`config.mk`:
```
export PLATFORM = sky130hd
export DESIGN_NAME = uart_multichannel_flat
export DESIGN_NICKNAME = d
export VERILOG_FILES = /design/src/rtl/uart_multichannel_if.sv /design/src/rtl/uart_multichannel.sv /design/src/flat_wrapper.sv
export SDC_FILE = /design/constraint.sdc
export NUM_CORES = 1
export LEC_CHECK = 0
export ABC_AREA = 0
export BUFFER_PORTS_ARGS = -buffer_cell sky130_fd_sc_hd__buf_4
export CORE_MARGIN = 2
export CORE_UTILIZATION = 53
export DETAILED_ROUTE_END_ITERATION = 8
export PLACE_DENSITY = 0.75
export SKIP_CTS_REPAIR_TIMING = 1
export SYNTH_ARGS = -nofsm -noshare
export SYNTH_HDL_FRONTEND = slang
export SYNTH_SLANG_ARGS = --single-unit
```
`constraint.sdc`:
```
create_clock -name i_clk -period 2.1 [get_ports i_clk]
set_clock_uncertainty 0.15 [all_clocks]
set_input_delay 0.315 -clock i_clk [delete_from_list [all_inputs] [get_ports i_clk]]
set_output_delay 0.315 -clock i_clk [all_outputs]
set_load 0.005 [all_outputs]
```
`src/rtl/uart_multichannel_if.sv`:
```
//------------------------------------------------------------------------------
// uart_multichannel_if
//
// Core-side handshake bundle for uart_multichannel.
//
// Signals (channel i occupies bit i, or bits [i*DATA_W +: DATA_W] for words):
//   tx_valid  core -> uart  transmit request
//   tx_data   core -> uart  transmit words
//   tx_ready  uart -> core  transmitter idle, word will be accepted
//   rx_valid  uart -> core  one-cycle pulse, good frame received
//   rx_data   uart -> core  last good received word
//   rx_err    uart -> core  one-cycle pulse, framing (or parity) error
//
// Modports: master = core side, slave = UART side.
//------------------------------------------------------------------------------
`timescale 1ns/1ps

interface uart_multichannel_if #(
    parameter int NUM_CH = 2,
    parameter int DATA_W = 8
);
    logic [NUM_CH-1:0]        tx_valid;
    logic [NUM_CH*DATA_W-1:0] tx_data;
    logic [NUM_CH-1:0]        tx_ready;
    logic [NUM_CH-1:0]        rx_valid;
    logic [NUM_CH*DATA_W-1:0] rx_data;
    logic [NUM_CH-1:0]        rx_err;

    modport master (
        output tx_valid, tx_data,
        input  tx_ready, rx_valid, rx_data, rx_err
    );

    modport slave (
        input  tx_valid, tx_data,
        output tx_ready, rx_valid, rx_data, rx_err
    );
endinterface

```
`src/rtl/uart_multichannel.sv`:
```
//------------------------------------------------------------------------------
// uart_multichannel
//
// NUM_CH independent full-duplex UART channels sharing one baud-tick
// generator. Frame: start(0), DATA_W data bits LSB first, optional even
// parity, one stop(1).
//
// Optional feature macro: UART_PARITY_EN (even parity sent and checked).
//
// Ports:
//   i_clk       clock, rising edge
//   i_rst_n     asynchronous active-low reset
//   bus         uart_multichannel_if.slave (tx valid/ready, rx pulses/data)
//   i_rx        serial inputs, asynchronous to i_clk
//   o_tx        serial outputs, idle high
//   i_loopback  per channel: receiver listens to own transmitter, pin held 1
//------------------------------------------------------------------------------
`timescale 1ns/1ps

module uart_multichannel #(
    parameter int NUM_CH     = 2,
    parameter int DATA_W     = 8,
    parameter int OVERSAMPLE = 16,
    parameter int BAUD_DIV   = 27
) (
    input  logic                    i_clk,
    input  logic                    i_rst_n,
    uart_multichannel_if.slave      bus,
    input  logic [NUM_CH-1:0]       i_rx,
    output logic [NUM_CH-1:0]       o_tx,
    input  logic [NUM_CH-1:0]       i_loopback
);

    localparam int BD_W  = (BAUD_DIV > 1) ? $clog2(BAUD_DIV) : 1;
    localparam int OS_W  = $clog2(OVERSAMPLE);
    localparam int BIT_W = $clog2(DATA_W);

    localparam logic [BD_W-1:0]  BD_LAST  = BD_W'(BAUD_DIV - 1);
    localparam logic [OS_W-1:0]  OS_LAST  = OS_W'(OVERSAMPLE - 1);
    localparam logic [OS_W-1:0]  OS_HALF  = OS_W'(OVERSAMPLE / 2 - 1);
    localparam logic [BIT_W-1:0] BIT_LAST = BIT_W'(DATA_W - 1);

    typedef enum logic [2:0] {
        TX_IDLE,
        TX_START,
        TX_DATA,
`ifdef UART_PARITY_EN
        TX_PARITY,
`endif
        TX_STOP
    } tx_state_e;

    typedef enum logic [2:0] {
        RX_IDLE,
        RX_START,
        RX_DATA,
`ifdef UART_PARITY_EN
        RX_PARITY,
`endif
        RX_STOP,
        RX_BREAK
    } rx_state_e;

    //--------------------------------------------------------------------------
    // Shared baud tick: one-cycle pulse each time the counter wraps.
    //--------------------------------------------------------------------------
    logic [BD_W-1:0] r_baud_cnt;
    logic            w_tick;

    assign w_tick = (r_baud_cnt == BD_LAST);

    // NOTE: sequential state uses non-blocking assignments so every register
    // samples the pre-edge values regardless of statement order.
    always_ff @(posedge i_clk or negedge i_rst_n) begin
        if (!i_rst_n) begin
            r_baud_cnt <= '0;
        end else if (w_tick) begin
            r_baud_cnt <= '0;
        end else begin
            r_baud_cnt <= r_baud_cnt + 1'b1;
        end
    end

    //--------------------------------------------------------------------------
    // Per-channel transmitter and receiver.
    //--------------------------------------------------------------------------
    for (genvar i = 0; i < NUM_CH; i++) begin : g_ch
        // ---------------- transmitter ----------------
        tx_state_e         r_tx_state;
        logic              r_tx_line;
        logic              r_tx_ready;
        logic [DATA_W-1:0] r_tx_shift;
        logic [OS_W-1:0]   r_tx_os;
        logic [BIT_W-1:0]  r_tx_bit;
        logic [DATA_W-1:0] w_tx_word;

        assign w_tx_word = bus.tx_data[i*DATA_W +: DATA_W];

`ifdef UART_PARITY_EN
        logic r_tx_par;
`endif

        always_ff @(posedge i_clk or negedge i_rst_n) begin
            if (!i_rst_n) begin
                r_tx_state <= TX_IDLE;
                r_tx_line  <= 1'b1;
                r_tx_ready <= 1'b1;
                r_tx_shift <= '0;
                r_tx_os    <= '0;
                r_tx_bit   <= '0;
`ifdef UART_PARITY_EN
                r_tx_par   <= 1'b0;
`endif
            end else begin
                case (r_tx_state)
                    TX_IDLE: begin
                        if (bus.tx_valid[i] && r_tx_ready) begin
                            r_tx_shift <= w_tx_word;
`ifdef UART_PARITY_EN
                            r_tx_par   <= ^w_tx_word;
`endif
                            r_tx_line  <= 1'b0;
                            r_tx_ready <= 1'b0;
                            r_tx_os    <= '0;
                            r_tx_bit   <= '0;
                            r_tx_state <= TX_START;
                        end
                    end
                    TX_START: begin
                        if (w_tick) begin
                            if (r_tx_os == OS_LAST) begin
                                r_tx_os    <= '0;
                                r_tx_line  <= r_tx_shift[0];
                                r_tx_state <= TX_DATA;
                            end else begin
                                r_tx_os <= r_tx_os + 1'b1;
                            end
                        end
                    end
                    TX_DATA: begin
                        if (w_tick) begin
                            if (r_tx_os == OS_LAST) begin
                                r_tx_os <= '0;
                                if (r_tx_bit == BIT_LAST) begin
`ifdef UART_PARITY_EN
                                    r_tx_line  <= r_tx_par;
                                    r_tx_state <= TX_PARITY;
`else
                                    r_tx_line  <= 1'b1;
                                    r_tx_state <= TX_STOP;
`endif
                                end else begin
                                    // Bit 0 already on the line; present the next one.
                                    r_tx_bit   <= r_tx_bit + 1'b1;
                                    r_tx_line  <= r_tx_shift[1];
                                    r_tx_shift <= r_tx_shift >> 1;
                                end
                            end else begin
                                r_tx_os <= r_tx_os + 1'b1;
                            end
                        end
                    end
`ifdef UART_PARITY_EN
                    TX_PARITY: begin
                        if (w_tick) begin
                            if (r_tx_os == OS_LAST) begin
                                r_tx_os    <= '0;
                                r_tx_line  <= 1'b1;
                                r_tx_state <= TX_STOP;
                            end else begin
                                r_tx_os <= r_tx_os + 1'b1;
                            end
                        end
                    end
`endif
                    TX_STOP: begin
                        if (w_tick) begin
                            if (r_tx_os == OS_LAST) begin
                                r_tx_os    <= '0;
                                r_tx_ready <= 1'b1;
                                r_tx_state <= TX_IDLE;
                            end else begin
                                r_tx_os <= r_tx_os + 1'b1;
                            end
                        end
                    end
                    default: begin
                        r_tx_line  <= 1'b1;
                        r_tx_ready <= 1'b1;
                        r_tx_state <= TX_IDLE;
                    end
                endcase
            end
        end

        assign bus.tx_ready[i] = r_tx_ready;
        assign o_tx[i]         = i_loopback[i] ? 1'b1 : r_tx_line;

        // ---------------- receiver ----------------
        rx_state_e         r_rx_state;
        logic [1:0]        r_rx_sync;
        logic [DATA_W-1:0] r_rx_shift;
        logic [DATA_W-1:0] r_rx_data;
        logic [OS_W-1:0]   r_rx_os;
        logic [BIT_W-1:0]  r_rx_bit;
        logic              r_rx_valid;
        logic              r_rx_err;
        logic              w_rx_in;
        logic              w_rx_s;
        logic              w_par_bad;

        assign w_rx_in = i_loopback[i] ? r_tx_line : i_rx[i];
        assign w_rx_s  = r_rx_sync[1];

`ifdef UART_PARITY_EN
        logic r_rx_par_bad;
        assign w_par_bad = r_rx_par_bad;
`else
        assign w_par_bad = 1'b0;
`endif

        // The synchroniser resets to the idle-line level so leaving reset
        // never looks like a start bit.
        always_ff @(posedge i_clk or negedge i_rst_n) begin
            if (!i_rst_n) begin
                r_rx_sync <= 2'b11;
            end else begin
                r_rx_sync <= {r_rx_sync[0], w_rx_in};
            end
        end

        always_ff @(posedge i_clk or negedge i_rst_n) begin
            if (!i_rst_n) begin
                r_rx_state   <= RX_IDLE;
                r_rx_shift   <= '0;
                r_rx_data    <= '0;
                r_rx_os      <= '0;
                r_rx_bit     <= '0;
                r_rx_valid   <= 1'b0;
                r_rx_err     <= 1'b0;
`ifdef UART_PARITY_EN
                r_rx_par_bad <= 1'b0;
`endif
            end else begin
                r_rx_valid <= 1'b0;
                r_rx_err   <= 1'b0;
                case (r_rx_state)
                    RX_IDLE: begin
                        if (!w_rx_s) begin
                            r_rx_os    <= '0;
                            r_rx_bit   <= '0;
                            r_rx_state <= RX_START;
                        end
                    end
                    RX_START: begin
                        if (w_tick) begin
                            if (r_rx_os == OS_HALF) begin
                                // Mid start bit: a high line means the low was a glitch.
                                r_rx_os    <= '0;
                                r_rx_state <= w_rx_s ? RX_IDLE : RX_DATA;
                            end else begin
                                r_rx_os <= r_rx_os + 1'b1;
                            end
                        end
                    end
                    RX_DATA: begin
                        if (w_tick) begin
                            if (r_rx_os == OS_LAST) begin
                                r_rx_os    <= '0;
                                r_rx_shift <= {w_rx_s, r_rx_shift[DATA_W-1:1]};
                                if (r_rx_bit == BIT_LAST) begin
`ifdef UART_PARITY_EN
                                    r_rx_state <= RX_PARITY;
`else
                                    r_rx_state <= RX_STOP;
`endif
                                end else begin
                                    r_rx_bit <= r_rx_bit + 1'b1;
                                end
                            end else begin
                                r_rx_os <= r_rx_os + 1'b1;
                            end
                        end
                    end
`ifdef UART_PARITY_EN
                    RX_PARITY: begin
                        if (w_tick) begin
                            if (r_rx_os == OS_LAST) begin
                                r_rx_os      <= '0;
                                r_rx_par_bad <= (^r_rx_shift) ^ w_rx_s;
                                r_rx_state   <= RX_STOP;
                            end else begin
                                r_rx_os <= r_rx_os + 1'b1;
                            end
                        end
                    end
`endif
                    RX_STOP: begin
                        if (w_tick) begin
                            if (r_rx_os == OS_LAST) begin
                                r_rx_os <= '0;
                                if (w_rx_s && !w_par_bad) begin
                                    r_rx_data  <= r_rx_shift;
                                    r_rx_valid <= 1'b1;
                                    r_rx_state <= RX_IDLE;
                                end else begin
                                    r_rx_err   <= 1'b1;
                                    r_rx_state <= w_rx_s ? RX_IDLE : RX_BREAK;
                                end
                            end else begin
                                r_rx_os <= r_rx_os + 1'b1;
                            end
                        end
                    end
                    RX_BREAK: begin
                        if (w_rx_s) begin
                            r_rx_state <= RX_IDLE;
                        end
                    end
                    default: begin
                        r_rx_state <= RX_IDLE;
                    end
                endcase
            end
        end

        assign bus.rx_valid[i]                  = r_rx_valid;
        assign bus.rx_err[i]                    = r_rx_err;
        assign bus.rx_data[i*DATA_W +: DATA_W]  = r_rx_data;
    end

endmodule

```
`src/flat_wrapper.sv`:
```
// flat-port wrapper written by rule: the top's interface ports become plain ports
module uart_multichannel_flat 
#(
    parameter int NUM_CH     = 2,
    parameter int DATA_W     = 8,
    parameter int OVERSAMPLE = 16,
    parameter int BAUD_DIV   = 27
)
  (i_clk, i_rst_n, i_rx, o_tx, i_loopback, bus_tx_valid, bus_tx_data, bus_tx_ready, bus_rx_valid, bus_rx_data, bus_rx_err);
  uart_multichannel_if #(.NUM_CH(NUM_CH), .DATA_W(DATA_W)) bus_i ();
  input  logic i_clk;
  input  logic i_rst_n;
  input  logic [NUM_CH-1:0] i_rx;
  output logic [NUM_CH-1:0] o_tx;
  input  logic [NUM_CH-1:0] i_loopback;
  input wire logic [$bits(bus_i.tx_valid)-1:0] bus_tx_valid;
  input wire logic [$bits(bus_i.tx_data)-1:0] bus_tx_data;
  output wire logic [$bits(bus_i.tx_ready)-1:0] bus_tx_ready;
  output wire logic [$bits(bus_i.rx_valid)-1:0] bus_rx_valid;
  output wire logic [$bits(bus_i.rx_data)-1:0] bus_rx_data;
  output wire logic [$bits(bus_i.rx_err)-1:0] bus_rx_err;
  assign bus_i.tx_valid = bus_tx_valid;
  assign bus_i.tx_data = bus_tx_data;
  assign bus_tx_ready = bus_i.tx_ready;
  assign bus_rx_valid = bus_i.rx_valid;
  assign bus_rx_data = bus_i.rx_data;
  assign bus_rx_err = bus_i.rx_err;
  uart_multichannel #(.NUM_CH(NUM_CH), .DATA_W(DATA_W), .OVERSAMPLE(OVERSAMPLE), .BAUD_DIV(BAUD_DIV)) u_core (.i_clk(i_clk), .i_rst_n(i_rst_n), .bus(bus_i), .i_rx(i_rx), .o_tx(o_tx), .i_loopback(i_loopback));
endmodule
```
# Yosys cells after proc, flatten, opt, wreduce, memory -nomap -nowiden
# Cells that the tools add are included.
# classes
addsub	9
eq_ne	67
mux	133
n_bitwise	4
reduce_logical	40
# op_table
op	n
3-bit 2-to-1 mux	52
2-bit by 1-bit inequality test with 1-bit output (second input constant)	36
4-bit 2-to-1 mux	16
8-bit 2-to-1 mux	8
1-bit 2-to-1 mux	36
8-bit case mux with 2 select lines	2
3-bit case mux with 5 select lines	2
3-bit by 2-bit equality test with 1-bit output (second input constant)	8
3-bit case mux with 2 select lines	4
3-bit case mux with 4 select lines	2
4-bit case mux with 3 select lines	2
4-bit AND reduction	6
5-bit AND reduction	4
3-bit equality test (second input constant)	6
9-bit AND reduction	2
4-bit by 1-bit adder with 4-bit output (second input constant)	4
4-bit equality test (second input constant)	4
4-bit case mux with 2 select lines	2
8-bit AND reduction	2
3-bit by 1-bit adder with 3-bit output (second input constant)	4
3-bit by 1-bit equality test with 1-bit output (second input constant)	4
3-bit zero test	4
2-bit inequality test (second input constant)	6
3-bit AND reduction	4
14 further kinds	33
# totals
reg_bits	105
inputBits	24
out_inout_bits	24
elab_cells	282

# Longest topological paths before layout
# Gate-level depths: netlist of run 1.
# depth
depth_word	5
ltp_mapped	8
depth_no_buf	6

# Worst setup path after synthesis of run 1
# OpenSTA, ideal clock, no wires.
# synth_path
kind	register to register
from	reg u_core.r_baud_cnt[0]
to	reg u_core.g_ch[1].r_rx_data[0]
setup_time_ns	0.125
arrival_ns	1.983
t_required_ns	1.825
path_slack_ns	-0.157
path_stages_with_launch	8
n_path_buf	1
synth_period_minus_slack_ns	2.257
cell_sequence	dfrtp_1 > inv_1 > ha_1 > and4b_1 > buf_4 > nand4_4 > nor4b_4 > mux2_2
# synth_via
elab_chain_len	2
# synth_rtl
element	line	rtl
from (decl)	uart_multichannel.sv:67	logic [BD_W-1:0] r_baud_cnt;
from (signal assigned)	uart_multichannel.sv:80	r_baud_cnt <= r_baud_cnt + 1'b1;
5-bit equality test	uart_multichannel.sv:70	assign w_tick = (r_baud_cnt == BD_LAST);
4-bit AND reduction (no line)	-	
to (signal assigned)	uart_multichannel.sv:303	r_rx_data <= r_rx_shift;
to (decl)	uart_multichannel.sv:203	logic [DATA_W-1:0] r_rx_data;
# No other way between the ends.
# A chain may end at the register's enable or synchronous reset.

# Final worst setup path of run 1
# layout_path
from	reg u_core.r_baud_cnt[0]
to	reg u_core.g_ch[1].r_tx_shift[2]
# layout_via
elab_chain_len	3
# layout_rtl
element	line	rtl
5-bit equality test	uart_multichannel.sv:70	
2-bit by 1-bit inequality test with 1-bit output (no line)	-	
5-bit AND reduction (no line)	-	
to (signal assigned)	uart_multichannel.sv:118	r_tx_shift <= w_tx_word;
to (signal assigned)	uart_multichannel.sv:156	r_tx_shift <= r_tx_shift >> 1;
to (decl)	uart_multichannel.sv:92	logic [DATA_W-1:0] r_tx_shift;
# No other way between the ends.

==> results of run 1 <==
[report_power, final]
part	total (W)	internal (W)	switching, W
Combinational	0.0000933	0.0000408	0.0000525
Clock	0.00166	0.000929	0.000728
Sequential	0.00199	0.00199	0.00000433
[kinds of logic (layout without fill, tap and decap cells)]
kind of cell             after synthesis  after routing
AND/OR/NAND/NOR                      135            135
flip-flops                           103            103
AO/OA/AOI/OAI                         97             97
multiplexers                          47             47
buffers and inverters                 41            142
adder cells (fa/ha/maj)               22             22
XOR/XNOR                               6              6
[metal layers]
layer	track usage (%)	share of wire, %
met5	0	0
met4	6.861	0.82
met1	26.30	46
met3	2.968	2.8
met2	32.79	50
[Yosys cell counts (3+ instances only)]
cell type | count | share of area (%)
xnor2_1 | 3 | 0.52
a21oi_1 | 18 | 1.8
nor3b_1 | 3 | 0.45
and2_1 | 4 | 0.49
mux2i_1 | 9 | 1.8
a31oi_1 | 4 | 0.49
a22o_1 | 6 | 1.0
nor2_1 | 33 | 2.4
nand2b_1 | 5 | 0.62
o22ai_1 | 10 | 1.2
o221a_2 | 7 | 1.6
nand3_1 | 11 | 1.1
nand3b_1 | 3 | 0.45
buf_4 | 7 | 1.0
nor3_1 | 6 | 0.59
a41oi_1 | 3 | 0.52
xor2_1 | 3 | 0.52
dfrtp_1 | 95 | 47
or3_1 | 3 | 0.37
mux2_2 | 38 | 8.5
inv_1 | 18 | 1.3
o21ai_0 | 27 | 2.7
clkbuf_1 | 13 | 0.96
or2_2 | 11 | 1.4
o21bai_1 | 3 | 0.45
nand2_1 | 30 | 2.2
dfstp_2 | 8 | 4.2
and3_1 | 6 | 0.74
ha_1 | 22 | 5.4
[stage by stage]
| step | utilization [%] | instance area [um2] |
|---|---|---|
| floorplan | - | 5160 |
| global placement | 63.82 | 5897 |
| detailed placement | 63.82 | 5897 |
| CTS | 66.77 | 6170 |
| global route | 70.79 | 6541 |
| finish | 70.79 | 6541 |
[layout make-up]
| class | count | area (um2) |
|---|---|---|
| fillers | 652 | 2699 |
| flip-flops and latches | 103 | 2587 |
| multi-input cells | 307 | 2529 |
| repair buffers | 108 | 923.4 |
| well taps | 129 | 161.4 |
| clock inverters | 7 | 148.9 |
| clock buffers | 9 | 123.9 |
| inverters | 18 | 67.56 |
[path summary, 6_finish.rpt]
path	endpoint	slack [ns]	cells past startpoint
setup / recovery	u_core.g_ch[1].r_tx_shift[2]	-0.08	7
hold / removal	u_core.g_ch[0].r_rx_sync[0]	0.03	2
setup reg to reg	u_core.g_ch[1].r_tx_shift[2]	-0.08	7
hold reg to reg	u_core.g_ch[0].r_rx_sync[1]	0.21	0
max in group asynchronous	u_core.g_ch[1].r_rx_sync[1]	0.83	3
min in group asynchronous	u_core.g_ch[0].r_rx_data[6]	0.26	2
[critical path: cells and delay by family (launching register included)]
kind                       cells  cell delay [ns]
AOI/OAI and AO/OA              1             0.25
DFF                            1             0.41
buffers and inverters          2             0.23
adders and majority gates      1             0.14
and+or+nand+nor                3             0.91
[sequential cells by signal (all words and copies together), names as in the netlist]
signal and flops:
u_core.g_ch.r_rx_bit 6, u_core.g_ch.r_rx_data 16, u_core.g_ch.r_rx_err 2, u_core.g_ch.r_rx_os 8
u_core.g_ch.r_rx_shift 16, u_core.g_ch.r_rx_state 6, u_core.g_ch.r_rx_sync 4, u_core.g_ch.r_rx_valid 2
u_core.g_ch.r_tx_bit 6, u_core.g_ch.r_tx_line 2, u_core.g_ch.r_tx_os 8, u_core.g_ch.r_tx_ready 2
u_core.g_ch.r_tx_shift 16, u_core.g_ch.r_tx_state 4, u_core.r_baud_cnt 5
==> flow_summary.json, run 1 <==
{
  "status": "finished, violations left",
  "violations": "setup timing",
  "num-nets-final": 593,
  "synth-edff-count": 0,
  "max_slew_margin_pct": 66.66,
  "pin_count": 48,
  "finalCritPeriodShare_pct": 104.0,
  "clk_latency_ns": 0.37,
  "setup_violations": 40,
  "cp_max_fo": 5,
  "cp-end-kind": "flip-flop",
  "cts_made_buffers": 9,
  "p_leak_nw": 3.150,
  "synth_flop_cell": "dfrtp_1",
  "place_ws_ns": -0.1455,
  "synthCells": 451,
  "drc": 0,
  "cp-start-kind": "flip-flop",
  "synthAdderAreaFrac_pct": 5.440,
  "clock-sinks": 103,
  "cts.htree.levels": 3,
  "peakVddDrop_mv": 0.3836,
  "grt_first_pass_wirelength_mm": 16.44,
  "drive_gt1_share_pct": 40.04,
  "core_um2": 9240,
  "ys.warnings.count": 0,
  "crit_path_top_delay_cell": "dfrtp_1",
  "worstPathArrival_ns": 2.30,
  "place_congestion": 0.8707,
  "clkTransAtPathRegs_ns": 0.10,
  "max-clock-path-buffers": 2,
  "setup_tns_ns": -1.798,
  "hold_violations": 0,
  "total_power_w": 0.003744,
  "track_usage_pct": 19.66,
  "reg2reg_from": "u_core.r_baud_cnt[0]",
  "grt_max_degree": 50,
  "maxSlewViolCount": 0,
  "fin_ws_ns": -0.08395,
  "via_count": 3723,
  "syn_area_per_cell_um2": 11.22,
  "worstPathCellList": "inv_2 > ha_4 > nand4b_4 > or3_4 > or3_4 > buf_6 > o221a_4",
  "ys_async_sr_fraction_pct": 100.0,
  "hp-start": "i_rx[0]",
  "synthDistinctLibCells": 59,
  "port_buffers": 47,
  "yosys.area_share.simple_pct": 15.21,
  "fin_cells": 681,
  "min_period_ns": 2.184,
  "rsz0062_at_grt": "yes",
  "antenna_cells": 0,
  "synth_compound_gate_area_share_pct": 13.23,
  "overflow": 0,
  "cts-root-buf": "clkbuf_8",
  "postRouteAntennaNets": 0,
  "post_drt_wl_per_cell_um": 15.25,
  "crit_type": "flip-flop to flip-flop",
  "fp.dieW_um": 101.7,
  "synth_mux_area_share_pct": 10.24,
  "worst_hold_slack_ns": 0.02920,
  "dieArea_um2": 10340,
  "hold_class": "input port to flip-flop",
  "wl_mm": 10.39,
  "start_util_pct": 54.76,
  "power_density_nw_per_um2": 572.3,
  "hpwl_mm": 6.775,
  "tightest_slew_ns": 0.4955,
  "grt_pass1_vias": 3649,
  "cp.required_ns": 2.22,
  "drt_iter0_drc": 143,
  "synth_nets": 497,
  "startpoint": "u_core.r_baud_cnt[0]",
  "yosysSeqAreaShare_pct": 51.14,
  "layout_common_cells": "dfrtp_1 (95), buf_4 (93), nor2_1 (33)",
  "die_y_um": 101.7,
  "ys_seq_elements": 103,
  "synth_top_family_by_area": "simple AND/OR/NAND/NOR gates",
  "cts_tree": "built",
  "max_stage_delay_ns": 0.41,
  "crit_top_cell": "or3_4",
  "vias_per_cell": 5.467,
  "rows": 35,
  "dp_cells": 647,
  "layout_commonest_cell": "dfrtp_1",
  "dr.pass1.iters": 4,
  "synth_area_um2": 5060,
  "antenna_found_initial": 0,
  "synthXorXnorAreaFrac_pct": 1.039,
  "max_freq_mhz": 457.9,
  "syn_to_final_growth_pct": 29.28,
  "maxCapViolations": 0
}
Note: power is estimated with default switching activity, not from simulation.
==> inputs of run 2 (changes only) <==
- CORE_UTILIZATION: 53 -> 59
- PLACE_DENSITY: 0.75 -> 0.79
- clock period: 2.1 -> 2.5 ns (I/O delays scaled with it)
==> flow_summary.json, run 2 (synthesis results as in run 1) <==
{
  "status": "finished, final reports clean",
  "crit_type": "flip-flop to flip-flop",
  "setup_violations": 0,
  "fillers": 627,
  "grt_first_pass_wirelength_mm": 16.60,
  "peakVddDrop_mv": 0.3222,
  "num-nets-final": 546,
  "antenna_cells": 0,
  "start_util_pct": 61.27,
  "dieArea_um2": 9333,
  "path_buf_inv": 1,
  "worstPathCellList": "inv_1 > ha_1 > nand4b_4 > or3_4 > or3_1 > o221a_2",
  "hpwl_mm": 6.513,
  "drive_gt1_share_pct": 30.30,
  "cp-end-kind": "flip-flop",
  "dp_cells": 593,
  "crit_path_top_delay_cell": "or3_1",
  "layout_common_cells": "dfrtp_1 (95), buf_4 (59), mux2_2 (38)",
  "cp_top_family": "simple AND/OR/NAND/NOR gates",
  "top_regs": "u_core.g_ch.r_rx_data x16, u_core.g_ch.r_rx_shift x16, u_core.g_ch.r_tx_shift x16",
  "maxCapViolations": 0,
  "clock-sinks": 103,
  "via_count": 3561,
  "core_um2": 8258,
  "die_y_um": 96.61,
  "rsz0062_at_grt": "no",
  "tightest_slew_ns": 0.5600,
  "fin_util_pct": 69.79,
  "dr.pass1.iters": 4,
  "cp.required_ns": 2.60,
  "drt_iter0_drc": 88,
  "p_leak_nw": 2.798,
  "max_slew_margin_pct": 61.70,
  "hold_class": "input port to flip-flop",
  "antenna_found_initial": 0,
  "max-clock-path-buffers": 2,
  "cts_made_buffers": 9,
  "place_congestion": 0.8417,
  "maxSlewViolCount": 0,
  "syn_to_final_growth_pct": 13.90,
  "cts_tree": "built",
  "layout_commonest_cell": "dfrtp_1",
  "worstPathArrival_ns": 2.51,
  "grt_max_degree": 43,
  "cts.htree.levels": 3,
  "postRouteAntennaNets": 0,
  "overflow": 0,
  "grt_pass1_vias": 3718,
  "pin_count": 48,
  "track_usage_pct": 21.24,
  "max_stage_delay_ns": 0.54,
  "wl_mm": 9.236,
  "clkTransAtPathRegs_ns": 0.10,
  "setup_tns_ns": 0,
  "power_density_nw_per_um2": 494.9,
  "vias_per_cell": 5.838,
  "rows": 33,
  "cp-start-kind": "flip-flop",
  "clk_latency_ns": 0.37,
  "max_freq_mhz": 415.2,
  "finalCritPeriodShare_pct": 96.34,
  "seqCellArea_um2": 2587,
  "min_period_ns": 2.409,
  "fin_cells": 610,
  "post_drt_wl_per_cell_um": 15.14,
  "multi_input_comb_area_um2": 2291,
  "cp_max_fo": 10,
  "cts-root-buf": "clkbuf_8",
  "port_buffers": 47,
  "drc": 0,
  "hold_violations": 0,
  "fp.dieW_um": 96.61
}
## run 2: cell types whose count changed in the layout (fill, tap and decap cells not counted), sizes merged
cell,delta
inv,-1
clkbuf,-1
clkinvlp,+1
bufinv,-3
buf,-45
clkinv,+2
## run 2: cell type report
cell class	count	area share (%)
inverters	18	1.172
multi-input cells	307	39.75
clock inverters	6	1.303
clock buffers	10	2.388
repair buffers	61	8.207
well taps	105	2.280
flip-flops and latches	103	44.90
## run 2: metal layers
metal | vias up | global-route usage, % | part of all wire (%)
met5 | - | 0 | 0
met4 | 0 | 8.234 | 1.7
met3 | 16 | 3.468 | 3.1
met2 | 62 | 35.68 | 50
met1 | 1764 | 27.75 | 45
li1 | 1719 | - | -
## run 2: power breakdown
| part | switching, W | internal [W] |
|---|---|---|
| registers | 0.00000350 | 0.00167 |
| clock network | 0.000597 | 0.000505 |
| logic | 0.0000417 | 0.0000339 |
| total | 0.000642 | 0.00221 |
## run 2: path summary, 6_finish.rpt
check                                            start                      endpoint  slack (ns)  cells after the start
min in group asynchronous                      i_rst_n   u_core.g_ch[0].r_rx_data[5]        0.35                      2
max reg2reg                       u_core.r_baud_cnt[0]  u_core.g_ch[1].r_tx_shift[1]        0.09                      6
min reg2reg                u_core.g_ch[0].r_rx_sync[0]   u_core.g_ch[0].r_rx_sync[1]        0.20                      0
min                                            i_rx[0]   u_core.g_ch[0].r_rx_sync[0]        0.09                      2
max in group asynchronous                      i_rst_n     u_core.g_ch[0].r_tx_ready        1.08                      3
max                               u_core.r_baud_cnt[0]  u_core.g_ch[1].r_tx_shift[1]        0.09                      6
## run 2: stage by stage
step,setup WS [ns],instance area [um2],hold slack [ns],power [W]
global route,0.009088,5763,0.07935,0.002975
CTS,0.05557,5747,-0.1819,0.002871
detailed placement,0.07169,5534,0.1973,0.001784
finish,0.09147,5763,0.09245,0.002852
global placement,0.1810,5534,0.1962,0.001783
floorplan,0.2427,5060,-0.07059,0.001714
==> inputs of run 3 (changes only) <==
- SLEW_MARGIN: default -> 20
- clock period: 2.5 -> 2.3 ns (I/O delays scaled with it)
==> flow_summary.json, run 3 (synthesis results as in run 1) <==
{
  "hold_class": "input port to flip-flop",
  "fin_ws_ns": 0.09662,
  "crit_type": "flip-flop to flip-flop",
  "clk_latency_ns": 0.37,
  "setup_tns_ns": 0,
  "peakVddDrop_mv": 0.3621,
  "grt_pass1_vias": 3663,
  "wl_mm": 9.402,
  "rows": 33,
  "syn_to_final_growth_pct": 14.84,
  "overflow": 0,
  "post_drt_wl_per_cell_um": 15.26,
  "maxCapViolations": 0,
  "final_cell_area_um2": 5811,
  "maxSlewViolCount": 0,
  "tightest_slew_ns": 0.6476,
  "num-nets-final": 552,
  "cts_tree": "built",
  "cts.htree.levels": 3,
  "start_util_pct": 61.27,
  "p_leak_nw": 2.822,
  "worstPathCellList": "ha_1 > ha_1 > or3_4 > or3_4 > o221a_2",
  "rsz0062_at_grt": "no",
  "min_path_cells": 2,
  "crit_path_top_delay_cell": "or3_4",
  "clock-sinks": 103,
  "cp-end-kind": "flip-flop",
  "max_slew_margin_pct": 55.71,
  "antenna_cells": 0,
  "place_congestion": 0.7790,
  "layout_commonest_cell": "dfrtp_1",
  "rr_endpoint": "u_core.g_ch[1].r_tx_shift[3]",
  "max_freq_mhz": 453.8,
  "port_buffers": 47,
  "min_period_ns": 2.203,
  "fp.dieW_um": 96.61,
  "drt_iter0_drc": 174,
  "cp_max_fo": 10,
  "fin_util_pct": 70.36,
  "power_density_nw_per_um2": 520.2,
  "max-clock-path-buffers": 2,
  "cts_made_buffers": 9,
  "reg2reg_from": "u_core.g_ch[1].r_tx_bit[0]",
  "r2r.worst_path.cells": 5,
  "hold_violations": 0,
  "pin_count": 48,
  "dr.pass1.iters": 4,
  "worst_hold_slack_ns": 0.07077,
  "place_area_um2": 5579,
  "cp.required_ns": 2.40,
  "cp_top_family": "simple AND/OR/NAND/NOR gates",
  "path_buf_inv": 0,
  "grt_max_degree": 51,
  "drive_gt1_share_pct": 31.70,
  "worstPathArrival_ns": 2.30,
  "drc": 0,
  "track_usage_pct": 21.40,
  "max_stage_delay_ns": 0.44,
  "cp-start-kind": "flip-flop",
  "setup_violations": 0,
  "place_ws_ns": -0.005879,
  "layout_common_cells": "dfrtp_1 (95), buf_4 (64), mux2_2 (38)",
  "vias_per_cell": 5.838,
  "reg2reg_slack_ns": 0.1,
  "top_regs": "u_core.g_ch.r_rx_data x16, u_core.g_ch.r_rx_shift x16, u_core.g_ch.r_tx_shift x16",
  "finalCritPeriodShare_pct": 95.80,
  "cts-root-buf": "clkbuf_8",
  "die_y_um": 96.61,
  "hp-start": "i_rx[0]",
  "via_count": 3596,
  "clkTransAtPathRegs_ns": 0.09,
  "dieArea_um2": 9333,
  "antenna_found_initial": 0,
  "fillers": 603,
  "min_to": "u_core.g_ch[0].r_rx_sync[0]",
  "core_um2": 8258,
  "hpwl_mm": 6.748,
  "grt_first_pass_wirelength_mm": 16.77,
  "postRouteAntennaNets": 0,
  "status": "finished, final reports clean"
}
[run 3: changes by cell type in the layout (fill, tap and decap cells not counted), sizes merged]
cell / change
clkinvlp: +1
buf: +6
clkbuf: -1
clkinv: +1
inv: -1
[run 3: how the worst max path moves through the flow]
| stage | start | to | slack (ns) | cells after the start |
|---|---|---|---|---|
| after floorplan | u_core.r_baud_cnt[0] | u_core.g_ch[1].r_rx_data[0] | 0.04 | 7 |
| after global placement | u_core.g_ch[1].r_tx_bit[0] | u_core.g_ch[1].r_tx_shift[3] | 0.06 | 5 |
| after detailed placement | u_core.g_ch[1].r_tx_bit[0] | u_core.g_ch[1].r_tx_shift[0] | -0.006 | 5 |
| after CTS | u_core.g_ch[1].r_tx_bit[0] | u_core.g_ch[1].r_tx_shift[3] | -0.03 | 5 |
| after global routing | u_core.r_baud_cnt[0] | u_core.g_ch[1].r_rx_data[6] | 0.009 | 8 |
| final | u_core.g_ch[1].r_tx_bit[0] | u_core.g_ch[1].r_tx_shift[3] | 0.1 | 5 |
[run 3: metal layers]
layer | vias to the layer above | GRT usage [%] | wire (um)
li1 | 1722 | - | -
met3 | 8 | 4.841 | 258
met1 | 1816 | 27.46 | 4080
met2 | 50 | 37.07 | 4948
met5 | - | 0 | 0
met4 | 0 | 5.200 | 114
[run 3: power by group]
part	internal (W)	total [W]	switching (W)
Clock	0.000505	0.00112	0.000615
Sequential	0.00182	0.00182	0.00000413
Combinational	0.0000371	0.0000832	0.0000461
[run 3: layout make-up]
type                    count  area, um2  area share [%]
flip-flops and latches    103       2587           44.53
clock buffers               9      123.9           2.132
clock inverters             7      72.57           1.249
inverters                  18      67.56           1.163
repair buffers             67      521.8           8.979
well taps                 105      131.4           2.261
multi-input cells         307       2306           39.69
[run 3: metrics by stage]
| stage | total power [W] | instances |
|---|---|---|
| after detailed placement | 0.001941 | 599 |
| after CTS | 0.003061 | 615 |
| after global placement | 0.001938 | 599 |
| final | 0.003023 | 616 |
| after global routing | 0.003159 | 616 |
| after floorplan | 0.001863 | 451 |
